### config.mk
export PLATFORM = sky130hd
export DESIGN_NAME = bram_dwc_down_flat
export DESIGN_NICKNAME = d
export VERILOG_FILES = /design/src/rtl/bram_dwc_down_if.sv /design/src/rtl/bram_dwc_down.sv /design/src/flat_wrapper.sv
export SDC_FILE = /design/constraint.sdc
export NUM_CORES = 1
export LEC_CHECK = 0
export ABC_CLOCK_PERIOD_IN_PS = 5800
export BUFFER_PORTS_ARGS = -buffer_cell sky130_fd_sc_hd__buf_2
export CORE_MARGIN = 1
export CORE_UTILIZATION = 38
export DETAILED_ROUTE_END_ITERATION = 8
export MAX_ROUTING_LAYER = met4
export PLACE_DENSITY_LB_ADDON = 0.25
export REMOVE_ABC_BUFFERS = 1
export SLEW_MARGIN = 10
export SYNTH_ARGS = -nofsm -noshare
export SYNTH_HDL_FRONTEND = slang
export SYNTH_SLANG_ARGS = --single-unit
### constraint.sdc
create_clock -name Clk_C -period 5.8 [get_ports Clk_C]
set_input_delay 0.29 -clock Clk_C [delete_from_list [all_inputs] [get_ports Clk_C]]
set_output_delay 0.29 -clock Clk_C [all_outputs]
set_load 0.05 [all_outputs]
### src/rtl/bram_dwc_down_if.sv
// Wide master request/response bus for bram_dwc_down.
// The master issues one wide request (Req_S/Gnt_S handshake) and receives
// a one-cycle RspValid_S pulse with the assembled read data on Rd_D.
interface bram_dwc_down_if #(
    parameter int ADDR_BITW     = 32,
    parameter int MST_DATA_BITW = 96
);
    localparam int MST_BYTEW = MST_DATA_BITW / 8;

    logic                     Req_S;
    logic                     Gnt_S;
    logic [ADDR_BITW-1:0]     Addr_S;
    logic                     We_S;
    logic [MST_BYTEW-1:0]     WrEn_S;
    logic [MST_DATA_BITW-1:0] Wr_D;
    logic                     RspValid_S;
    logic [MST_DATA_BITW-1:0] Rd_D;

    // Wide requester side.
    modport master (
        output Req_S, Addr_S, We_S, WrEn_S, Wr_D,
        input  Gnt_S, RspValid_S, Rd_D
    );

    // Converter side.
    modport slave (
        input  Req_S, Addr_S, We_S, WrEn_S, Wr_D,
        output Gnt_S, RspValid_S, Rd_D
    );
endinterface

### src/rtl/bram_dwc_down.sv
// Wide-to-narrow BRAM data width converter.
// One wide request is serialised into RATIO consecutive narrow BRAM beats,
// followed by a one-cycle wait for the last read word and a response pulse.
// Optional feature macro: BRAM_DWC_DOWN_SKIP_EN -- write beats whose byte
// enables are all zero leave Bram_En_S low for that beat (timing unchanged).
module bram_dwc_down #(
    parameter int ADDR_BITW     = 32,
    parameter int MST_DATA_BITW = 96,
    parameter int SLV_DATA_BITW = 32
) (
    input  logic                     Clk_C,
    input  logic                     Rst_R,
    bram_dwc_down_if.slave           mst,
    output logic                     Bram_En_S,
    output logic [ADDR_BITW-1:0]     Bram_Addr_S,
    output logic [SLV_DATA_BITW/8-1:0] Bram_WrEn_S,
    output logic [SLV_DATA_BITW-1:0] Bram_Wr_D,
    input  logic [SLV_DATA_BITW-1:0] Bram_Rd_D
);
    localparam int RATIO     = MST_DATA_BITW / SLV_DATA_BITW;
    localparam int MST_BYTEW = MST_DATA_BITW / 8;
    localparam int SLV_BYTEW = SLV_DATA_BITW / 8;
    localparam int MST_BITO  = $clog2(MST_BYTEW);
    localparam int SLV_BITO  = $clog2(SLV_BYTEW);
    localparam int KW        = (RATIO > 1) ? $clog2(RATIO) : 1;
    localparam logic [KW-1:0] K_LAST = KW'(RATIO - 1);

    // Reject width combinations the beat slicing cannot represent.
    generate
        if (SLV_DATA_BITW <= 0 || SLV_DATA_BITW > MST_DATA_BITW ||
            (MST_DATA_BITW % SLV_DATA_BITW) != 0 || (SLV_DATA_BITW % 8) != 0 ||
            (SLV_BYTEW & (SLV_BYTEW - 1)) != 0) begin : g_bad_cfg
            $fatal(1, "bram_dwc_down: illegal MST_DATA_BITW/SLV_DATA_BITW combination");
        end
    endgenerate

    typedef enum logic [1:0] {
        ST_IDLE,
        ST_ACCESS,
        ST_WAIT,
        ST_RESP
    } state_e;

    state_e                   state_q,      state_d;
    logic [KW-1:0]            k_q,          k_d;
    logic [ADDR_BITW-1:0]     addr_q,       addr_d;
    logic                     we_q,         we_d;
    logic [MST_BYTEW-1:0]     wren_q,       wren_d;
    logic [MST_DATA_BITW-1:0] wdata_q,      wdata_d;
    logic                     bram_en_q,    bram_en_d;
    logic [ADDR_BITW-1:0]     bram_addr_q,  bram_addr_d;
    logic [SLV_BYTEW-1:0]     bram_wren_q,  bram_wren_d;
    logic [SLV_DATA_BITW-1:0] bram_wdata_q, bram_wdata_d;
    logic                     cap_vld_q,    cap_vld_d;
    logic [KW-1:0]            cap_idx_q,    cap_idx_d;
    logic [MST_DATA_BITW-1:0] rdata_q,      rdata_d;

    // Beat source: the live request on acceptance, the latched copy afterwards.
    logic                     issue;
    logic [KW-1:0]            beat_k;
    logic [ADDR_BITW-1:0]     src_addr;
    logic                     src_we;
    logic [MST_BYTEW-1:0]     src_wren;
    logic [MST_DATA_BITW-1:0] src_wdata;
    logic [SLV_BYTEW-1:0]     slice_wren;

    // Narrow byte address of beat k; wraps modulo 2^ADDR_BITW by truncation.
    function automatic logic [ADDR_BITW-1:0] beat_addr(input logic [ADDR_BITW-1:0] a,
                                                       input logic [KW-1:0]        k);
        logic [ADDR_BITW-1:0] word;
        word = (a >> MST_BITO) * ADDR_BITW'(RATIO) + ADDR_BITW'(k);
        return word << SLV_BITO;
    endfunction

    // Next-state logic, beat generation and read-data capture.
    always_comb begin
        // NOTE: every signal gets a default first so no path leaves one unassigned (no latches).
        state_d      = state_q;
        k_d          = k_q;
        addr_d       = addr_q;
        we_d         = we_q;
        wren_d       = wren_q;
        wdata_d      = wdata_q;
        bram_en_d    = 1'b0;
        bram_addr_d  = bram_addr_q;
        bram_wren_d  = '0;
        bram_wdata_d = '0;
        cap_vld_d    = 1'b0;
        cap_idx_d    = k_q;
        rdata_d      = rdata_q;
        issue        = 1'b0;
        beat_k       = '0;
        src_addr     = addr_q;
        src_we       = we_q;
        src_wren     = wren_q;
        src_wdata    = wdata_q;

        // The narrow BRAM answers one cycle after each read beat.
        if (cap_vld_q) begin
            rdata_d[int'(cap_idx_q) * SLV_DATA_BITW +: SLV_DATA_BITW] = Bram_Rd_D;
        end

        case (state_q)
            ST_IDLE: begin
                if (mst.Req_S) begin
                    addr_d    = mst.Addr_S;
                    we_d      = mst.We_S;
                    wren_d    = mst.WrEn_S;
                    wdata_d   = mst.Wr_D;
                    k_d       = '0;
                    state_d   = ST_ACCESS;
                    issue     = 1'b1;
                    beat_k    = '0;
                    src_addr  = mst.Addr_S;
                    src_we    = mst.We_S;
                    src_wren  = mst.WrEn_S;
                    src_wdata = mst.Wr_D;
                end
            end
            ST_ACCESS: begin
                cap_vld_d = !we_q;
                cap_idx_d = k_q;
                if (k_q == K_LAST) begin
                    state_d = ST_WAIT;
                end else begin
                    k_d    = k_q + 1'b1;
                    issue  = 1'b1;
                    beat_k = k_q + 1'b1;
                end
            end
            ST_WAIT: state_d = ST_RESP;
            ST_RESP: state_d = ST_IDLE;
            default: state_d = ST_IDLE;
        endcase

        slice_wren = src_wren[int'(beat_k) * SLV_BYTEW +: SLV_BYTEW];

        // Bram_* outputs are registered, so the beat shown in cycle k is prepared one edge earlier.
        if (issue) begin
            bram_addr_d = beat_addr(src_addr, beat_k);
            if (src_we) begin
                bram_wren_d  = slice_wren;
                bram_wdata_d = src_wdata[int'(beat_k) * SLV_DATA_BITW +: SLV_DATA_BITW];
            end
`ifdef BRAM_DWC_DOWN_SKIP_EN
            bram_en_d = !(src_we && (slice_wren == '0));
`else
            bram_en_d = 1'b1;
`endif
        end
    end

    // State and datapath registers with synchronous reset.
    always_ff @(posedge Clk_C) begin
        // NOTE: state registers use non-blocking assignments so every flop samples pre-edge values.
        if (Rst_R) begin
            // NOTE: only control and output flops need reset; the latched request is always reloaded on acceptance.
            state_q      <= ST_IDLE;
            k_q          <= '0;
            bram_en_q    <= 1'b0;
            bram_addr_q  <= '0;
            bram_wren_q  <= '0;
            bram_wdata_q <= '0;
            cap_vld_q    <= 1'b0;
            cap_idx_q    <= '0;
            rdata_q      <= '0;
        end else begin
            state_q      <= state_d;
            k_q          <= k_d;
            bram_en_q    <= bram_en_d;
            bram_addr_q  <= bram_addr_d;
            bram_wren_q  <= bram_wren_d;
            bram_wdata_q <= bram_wdata_d;
            cap_vld_q    <= cap_vld_d;
            cap_idx_q    <= cap_idx_d;
            rdata_q      <= rdata_d;
        end
    end

    // Latched copy of the accepted request.
    always_ff @(posedge Clk_C) begin
        addr_q  <= addr_d;
        we_q    <= we_d;
        wren_q  <= wren_d;
        wdata_q <= wdata_d;
    end

    assign mst.Gnt_S      = (state_q == ST_IDLE);
    assign mst.RspValid_S = (state_q == ST_RESP);
    assign mst.Rd_D       = rdata_q;
    assign Bram_En_S      = bram_en_q;
    assign Bram_Addr_S    = bram_addr_q;
    assign Bram_WrEn_S    = bram_wren_q;
    assign Bram_Wr_D      = bram_wdata_q;
endmodule

### src/flat_wrapper.sv
// flat-port wrapper written by rule: the top's interface ports become plain ports
module bram_dwc_down_flat 
#(
    parameter int ADDR_BITW     = 32,
    parameter int MST_DATA_BITW = 96,
    parameter int SLV_DATA_BITW = 32
)
  (Clk_C, Rst_R, Bram_En_S, Bram_Addr_S, Bram_WrEn_S, Bram_Wr_D, Bram_Rd_D, mst_Req_S, mst_Addr_S, mst_We_S, mst_WrEn_S, mst_Wr_D, mst_Gnt_S, mst_RspValid_S, mst_Rd_D);
  bram_dwc_down_if #(.ADDR_BITW(ADDR_BITW), .MST_DATA_BITW(MST_DATA_BITW)) mst_i ();
  input  logic Clk_C;
  input  logic Rst_R;
  output logic Bram_En_S;
  output logic [ADDR_BITW-1:0] Bram_Addr_S;
  output logic [SLV_DATA_BITW/8-1:0] Bram_WrEn_S;
  output logic [SLV_DATA_BITW-1:0] Bram_Wr_D;
  input  logic [SLV_DATA_BITW-1:0] Bram_Rd_D;
  input wire logic [$bits(mst_i.Req_S)-1:0] mst_Req_S;
  input wire logic [$bits(mst_i.Addr_S)-1:0] mst_Addr_S;
  input wire logic [$bits(mst_i.We_S)-1:0] mst_We_S;
  input wire logic [$bits(mst_i.WrEn_S)-1:0] mst_WrEn_S;
  input wire logic [$bits(mst_i.Wr_D)-1:0] mst_Wr_D;
  output wire logic [$bits(mst_i.Gnt_S)-1:0] mst_Gnt_S;
  output wire logic [$bits(mst_i.RspValid_S)-1:0] mst_RspValid_S;
  output wire logic [$bits(mst_i.Rd_D)-1:0] mst_Rd_D;
  assign mst_i.Req_S = mst_Req_S;
  assign mst_i.Addr_S = mst_Addr_S;
  assign mst_i.We_S = mst_We_S;
  assign mst_i.WrEn_S = mst_WrEn_S;
  assign mst_i.Wr_D = mst_Wr_D;
  assign mst_Gnt_S = mst_i.Gnt_S;
  assign mst_RspValid_S = mst_i.RspValid_S;
  assign mst_Rd_D = mst_i.Rd_D;
  bram_dwc_down #(.ADDR_BITW(ADDR_BITW), .MST_DATA_BITW(MST_DATA_BITW), .SLV_DATA_BITW(SLV_DATA_BITW)) u_core (.Clk_C(Clk_C), .Rst_R(Rst_R), .mst(mst_i), .Bram_En_S(Bram_En_S), .Bram_Addr_S(Bram_Addr_S), .Bram_WrEn_S(Bram_WrEn_S), .Bram_Wr_D(Bram_Wr_D), .Bram_Rd_D(Bram_Rd_D));
endmodule
==> run_results.csv, run 1 <==
group,metric,value,unit
clocking,cts-root-buf,"clkbuf_16",
global_route,grtUsageMet3,0.0419,
sta,rsz0062_at_grt,"false",
logic_synthesis,ys_top_cells_by_area,"dfxtp_1 (49%), mux2_2 (12%), a22oi_1 (8.1%)",
sta,setup_violations,0,
global_route,grt_pass1_wl,52200,um
floorplanning,row_count,65,
floorplanning,die_h,183,um
worst_hold_path,min_from,"mst_Wr_D[46]",
logic_synthesis,syn_inst,1248,
logic_synthesis,synth_edf_count,0,
floorplanning,coreArea,31900,sq um
logic_synthesis,ys_warn_count,0,
logic_synthesis,netlist.top_cell.by_area,"dfxtp_1",
sta,tightest_slew,1.14,ns
critical_path,critPathMaxFanout,26,
clocking,cts_inserted_buffers,34,
route,route.vias.total,10200,
logic_synthesis,syn-mean-instance-area,9.96,sq um
placed_design,io_buffers,336,
pwr,ir_drop,0.000377,V
critical_path,critPathKind,"reg2reg",
route,wl,33700,um
global_route,grt_max_degree,77,
route,postRouteAntennaNets,0,
floorplanning,io_pins,343,
finish,seq_area,6150,sq um
pwr,power.internal,6.09,mW
global_route,antenna_found_initial,6,
sta,fin_crit_sh,0.776,
flow_run,maxCapViolCount,0,
finish,area_growth_syn_to_layout,25.9,%
clocking,cts_tree,"built",
pwr,pwr-share-seq,0.290,
pwr,switching_share,0.405,
pwr,p_comb_frac,0.501,
route,wl_per_cell,16.6,um
clocking,post_cts_resized,0,
critical_path,crit_path_cell_trace,"inv_1 > ha_1 > nand2_4 > mux2_2 > fa_1 > ha_1 > fa_1 > a21o_1 > a221oi_4 > o211ai_1 > o211ai_1 > a21oi_1 > mux2i_1 > o311ai_0",
route,drc_errors,0,
pwr,pwr_density_cell,654,nW/um^2
route,drt_iter0_markers,560,
worst_hold_path,min_path_type,"in2reg",
pwr,p_clk_frac,0.210,
global_route,grt_pass1_vias,9862,
critical_path,cp.arrival,4.87,ns
clocking,post-cts-setup-buffers,0,
clocking,cts_max_level,2,
global_route,grt_use_met2,0.336,
sta,finClkSkew,0.0144,ns
sta,hold_ws,0.0258,ns
global_route,busiest_layer,"met2",
sta,finalHoldViolations,0,
global_route,grt_overflow,0,
placed_design,routabilityCongestion,0.857,
critical_path,crit_path_end_kind,"flip-flop",
critical_path,crit_buf_inv,1,
clocking,insertion_delay,0.51,ns
sta,final.min_clock_period,4.50,ns
worst_hold_path,min_path_cells,2,
finish,fillCellCount,3084,
logic_synthesis,ys.flop_type,"dfxtp_1",
sta,slew_violations,0,
floorplanning,dieArea,33400,sq um
status,outcome,"finished, final reports clean",
finish,multiInputGateArea,5960,sq um
critical_path,r2r_setup_slack,1.30,ns
logic_synthesis,yosysSeqAreaShare,0.494,
global_route,use_met1,0.239,
global_route,groute.usage.overall,0.200,
critical_path,critPathTopFamily,"compound AO/OA/AOI/OAI gates",
critical_path,crit_start,"u_core.state_q[0]",
pwr,p_sw,4.15,mW
critical_path,worstPathRequired,6.17,ns
critical_path,slowest_stage,"fa_1",
finish,layout-drive-gt1-share,0.351,
finish,nets,1805,
sta,clock.fmax,0.222,GHz
route,viasPerCell,5.02,
critical_path,critical-path-max-stage-delay,0.48,ns
critical_path,r2r-end,"u_core.Bram_Addr_S[27]",
route,drtPass1Iterations,5,
logic_synthesis,netlist_area,12400,sq um
critical_path,ff2ff_path_depth,14,
floorplanning,die_width,183,um
clocking,clockBufferDepth,3,
clocking,clkSinkCount,307,
floorplanning,initial_core_util,0.390,
logic_synthesis,yosys.area.top_type_share,0.494,
clocking,path_clk_slew,0.06,ns
pwr,cellLeakagePower,7.25,nW
sta,relSlewSlack,0.238,
critical_path,startpoint_type,"flip-flop",
worst_hold_path,worst_hold_path.endpoint,"u_core.wdata_q[46]",
clocking,holdBufCountCts,1,
placed_design,dpl.hpwl,23100,um
placed_design,placed_area,14500,sq um
logic_synthesis,synth_cell_types,65,
logic_synthesis,ys_ff_latch,307,
critical_path,reg2reg_from,"u_core.state_q[0]",
logic_synthesis,async_reset_ff_frac,0,
finish,stdcell_area,15600,sq um
[how the worst max path moves through the flow]
stage / end / slack (ns) / cells past startpoint
global route: u_core.Bram_Addr_S[27] / 1.04 / 14
finish: u_core.Bram_Addr_S[27] / 1.30 / 14
floorplan: u_core.Bram_WrEn_S[0] / -1.37 / 8
CTS: u_core.Bram_Addr_S[27] / 1.27 / 14
detailed placement: u_core.Bram_Addr_S[27] / 1.29 / 14
global placement: u_core.Bram_Addr_S[31] / 1.37 / 14
[cell families after synthesis]
family / share of synthesized area
other cells: 0.000302
fa+ha+maj: 0.0716
mux: 0.126
buf+inv: 0.0299
compound gates: 0.144
simple gates: 0.121
flops: 0.494
xor+xnor: 0.0127
[cells in the mapped netlist, drive strengths merged, types with 3 or more instances]
master,n
nand4,6
ha,68
inv,18
a211oi,7
o211ai,4
a21oi,38
a31oi,3
nand2,157
a221o,4
xnor2,10
buf,18
nor2b,3
a21o,12
nor3b,3
nand3b,4
a22oi,134
mux2i,4
xor2,8
nor2,162
nor3,7
clkbuf,58
o21a,5
dfxtp,307
a21boi,3
o21ai,27
nand3,8
mux2,136
[flip-flops by register name, summed over array words and instances, names as in the netlist]
register / cells
u_core.state_q: 2
u_core.we_q: 1
u_core.cap_idx_d: 2
u_core.addr_q: 28
u_core.Bram_En_S: 1
u_core.Bram_Wr_D: 32
u_core.Bram_Addr_S: 30
u_core.mst.Rd_D: 96
u_core.wdata_q: 96
u_core.Bram_WrEn_S: 4
u_core.wren_q: 12
u_core.cap_idx_q: 2
u_core.cap_vld_q: 1
[power by group through the flow]
stage,clock [mW],sequential (mW),combinational (mW)
floorplan,0,3.48,3.56
global placement,0,2.99,5.06
detailed placement,0,3.01,5.13
CTS,2.21,2.97,5.17
global route,2.28,3.04,5.71
finish,2.15,2.97,5.12
[final cells by class]
| cell class | count | share of cell area |
|---|---|---|
| flip-flops and latches | 307 | 0.393 |
| multi-input cells | 847 | 0.381 |
| repair buffers | 350 | 0.114 |
| clock buffers | 52 | 0.0639 |
| well taps | 435 | 0.0348 |
| clock inverters | 10 | 0.00776 |
| inverters | 19 | 0.00456 |
| diodes | 6 | 0.000959 |
[routing by layer]
layer / vias to the layer above / wire (um)
met1: 4800 / 14800
met3: 55 / 1970
met5: - / 0
met4: 0 / 736
met2: 282 / 16200
li1: 5029 / -
[layout by cell type (no fill, tap or decap), types with 14 or more instances in the layout]
cell,instances
dfxtp_1,307
mux2_2,136
buf_4,14
nand2_1,155
nor2_1,160
a21oi_1,37
buf_2,335
a22oi_1,134
ha_1,68
inv_1,17
clkbuf_16,35
o21ai_0,25
[stage by stage]
stage	power, mW	instances	setup TNS, ns	setup WS, ns	util
2_1_floorplan	7.03	1173	-72.18	-1.37	-
3_3_place_gp	8.05	1957	0	1.37	0.455
3_5_place_dp	8.14	1957	0	1.29	0.455
4_1_cts	10.3	2020	0	1.27	0.490
5_1_grt	11.0	2026	0	1.04	0.491
6_report	10.2	2026	0	1.30	0.491
Power figures use the tool's default switching activity.
==> inputs of run 2 (changes only) <==
ABC_CLOCK_PERIOD_IN_PS = 3900   (was 5800)
clock period = 3.9 ns   (was 5.8 ns; I/O delays follow)
==> run_results.csv, run 2 (synthesis gave the netlist of run 1 again) <==
group,metric,value,unit
finish,nets,1994,
global_route,grt_overflow,0,
sta,rsz0062_at_grt,"true",
global_route,grt_max_degree,100,
sta,final.min_clock_period,3.76,ns
placed_design,routabilityCongestion,0.843,
critical_path,ff2ff_path_depth,15,
floorplanning,io_pins,343,
critical_path,reg2reg_from,"u_core.state_q[0]",
sta,relSlewSlack,0.283,
flow_run,maxCapViolCount,0,
pwr,cellLeakagePower,8.08,nW
global_route,antenna_found_initial,0,
clocking,path_clk_slew,0.06,ns
clocking,insertion_delay,0.51,ns
clocking,cts_inserted_buffers,35,
pwr,pwr_density_cell,916,nW/um^2
finish,layout.cells.non_filler,2207,
floorplanning,coreArea,31900,sq um
global_route,grt_pass1_vias,10900,
floorplanning,dieArea,33400,sq um
sta,clock.fmax,0.266,GHz
critical_path,cp.arrival,4.13,ns
floorplanning,initial_core_util,0.390,
critical_path,critPathMaxFanout,15,
critical_path,critPathKind,"reg2reg",
clocking,cts_max_level,2,
clocking,clockBufferDepth,3,
clocking,clkSinkCount,307,
route,drtPass1Iterations,5,
critical_path,startpoint_type,"flip-flop",
sta,setup_violations,0,
finish,area_growth_syn_to_layout,41.7,%
critical_path,worstPathRequired,4.27,ns
finish,fillCellCount,2832,
route,wl,36800,um
worst_hold_path,min_path_type,"in2reg",
placed_design,dpl.hpwl,23300,um
sta,finalSetupTns,0,ns
pwr,ir_drop,0.000709,V
finish,n_antenna_cell,0,
global_route,grt_pass1_wl,57000,um
critical_path,r2r-end,"u_core.Bram_Addr_S[27]",
critical_path,r2r_setup_slack,0.14,ns
sta,finClkSkew,0.0143,ns
floorplanning,die_h,183,um
route,drt_iter0_markers,611,
sta,slew_violations,0,
sta,fin_crit_sh,0.965,
floorplanning,die_width,183,um
critical_path,crit_path_end_kind,"flip-flop",
placed_design,dp.cells,1975,
route,drc_errors,0,
sta,tightest_slew,1.07,ns
sta,finalHoldViolations,0,
finish,final_cell_mix,"buf_2 (335), dfxtp_1 (307), dlygate4sd3_1 (169), nor2_1 (160), nand2_1 (156)",
route,viasPerCell,4.96,
worst_hold_path,min_path_cells,2,
clocking,cts-root-buf,"clkbuf_16",
finish,final_common_cell,"buf_2",
route,postRouteAntennaNets,0,
clocking,cts_tree,"built",
placed_design,io_buffers,336,
floorplanning,row_count,65,
status,outcome,"finished, final reports clean",
route,wl_per_cell,16.7,um
worst_hold_path,min_from,"Rst_R",
worst_hold_path,worst_hold_path.endpoint,"u_core.mst.Rd_D[81]",
finish,layout-drive-gt1-share,0.332,
route,route.vias.total,11000,
global_route,groute.usage.overall,0.218,
run 2: changes by cell type in the layout (fill, tap and decap cells not counted), moves of 2 or more:
cell	delta
dlygate4sd3_1	+168
buf_4	+15
ha_1	-7
diode_2	-6
ha_4	+6
buf_6	+4
mux2_2	-3
mux2_4	+3
clkbuf_1	-2
inv_6	+2
o21ai_0	-2
run 2: critical path, stage by stage (launching register included):
cell      delay, ns
dfxtp_1        0.34
inv_1          0.08
ha_1           0.24
nand2_4        0.12
buf_12         0.17
mux2_2         0.38
ha_1           0.35
ha_4           0.28
nand3_2        0.10
or4b_4         0.55
o211ai_1       0.23
o211ai_1       0.12
buf_4          0.17
a21oi_1        0.17
mux2i_1        0.21
o311ai_1       0.11
run 2: timing repair:
item,4_1_cts,5_1_grt
endpoints found under the setup margin,0,12
hold buffers,169,0
resized for setup,0,30
hold endpoints to repair,233,0
setup buffers,0,2
run 2: final cells by class:
type / count / area, sq um / area share
flip-flops and latches: 307 / 6150 / 0.349
multi-input cells: 847 / 6080 / 0.345
repair buffers: 538 / 3650 / 0.207
clock buffers: 50 / 1000 / 0.0569
well taps: 435 / 544 / 0.0309
clock inverters: 11 / 128 / 0.00724
inverters: 19 / 71.3 / 0.00405
run 2: worst max-delay path by stage:
stage	slack (ns)	startpoint	end
2_1_floorplan	-3.27	u_core.state_q[0]	u_core.Bram_WrEn_S[0]
3_3_place_gp	0.1	u_core.state_q[0]	u_core.Bram_Addr_S[29]
3_5_place_dp	0.04	u_core.state_q[0]	u_core.Bram_Addr_S[27]
4_1_cts	0.03	u_core.state_q[0]	u_core.Bram_Addr_S[27]
5_1_grt	-0.03	u_core.state_q[0]	u_core.Bram_Addr_S[28]
6_report	0.14	u_core.state_q[0]	u_core.Bram_Addr_S[27]
run 2: metal layers:
layer,vias to the layer above,track usage,wire length (um)
met2,303,0.376,18000
met5,-,-,0
met3,77,0.0385,1990
met1,5192,0.258,15800
li1,5385,-,-
met4,0,0.0670,990
run 2: metrics by stage:
stage	utilization	worst slack, ns	total power [mW]	cell area, sq um	hold slack [ns]
2_1_floorplan	-	-3.27	10.5	12100	0.260
3_3_place_gp	0.459	0.0965	12.3	14600	0.439
3_5_place_dp	0.459	0.0431	12.4	14600	0.442
4_1_cts	0.548	0.0251	15.8	17500	0.0706
5_1_grt	0.553	-0.0262	17.3	17600	0.0876
6_report	0.553	0.137	16.1	17600	0.0841
run 2: where the power goes:
part | leakage [nW] | switching (mW) | internal (mW)
clock | 0.559 | 1.30 | 1.93
combinational | 4.99 | 4.93 | 3.54
sequential | 2.54 | 0.278 | 4.15
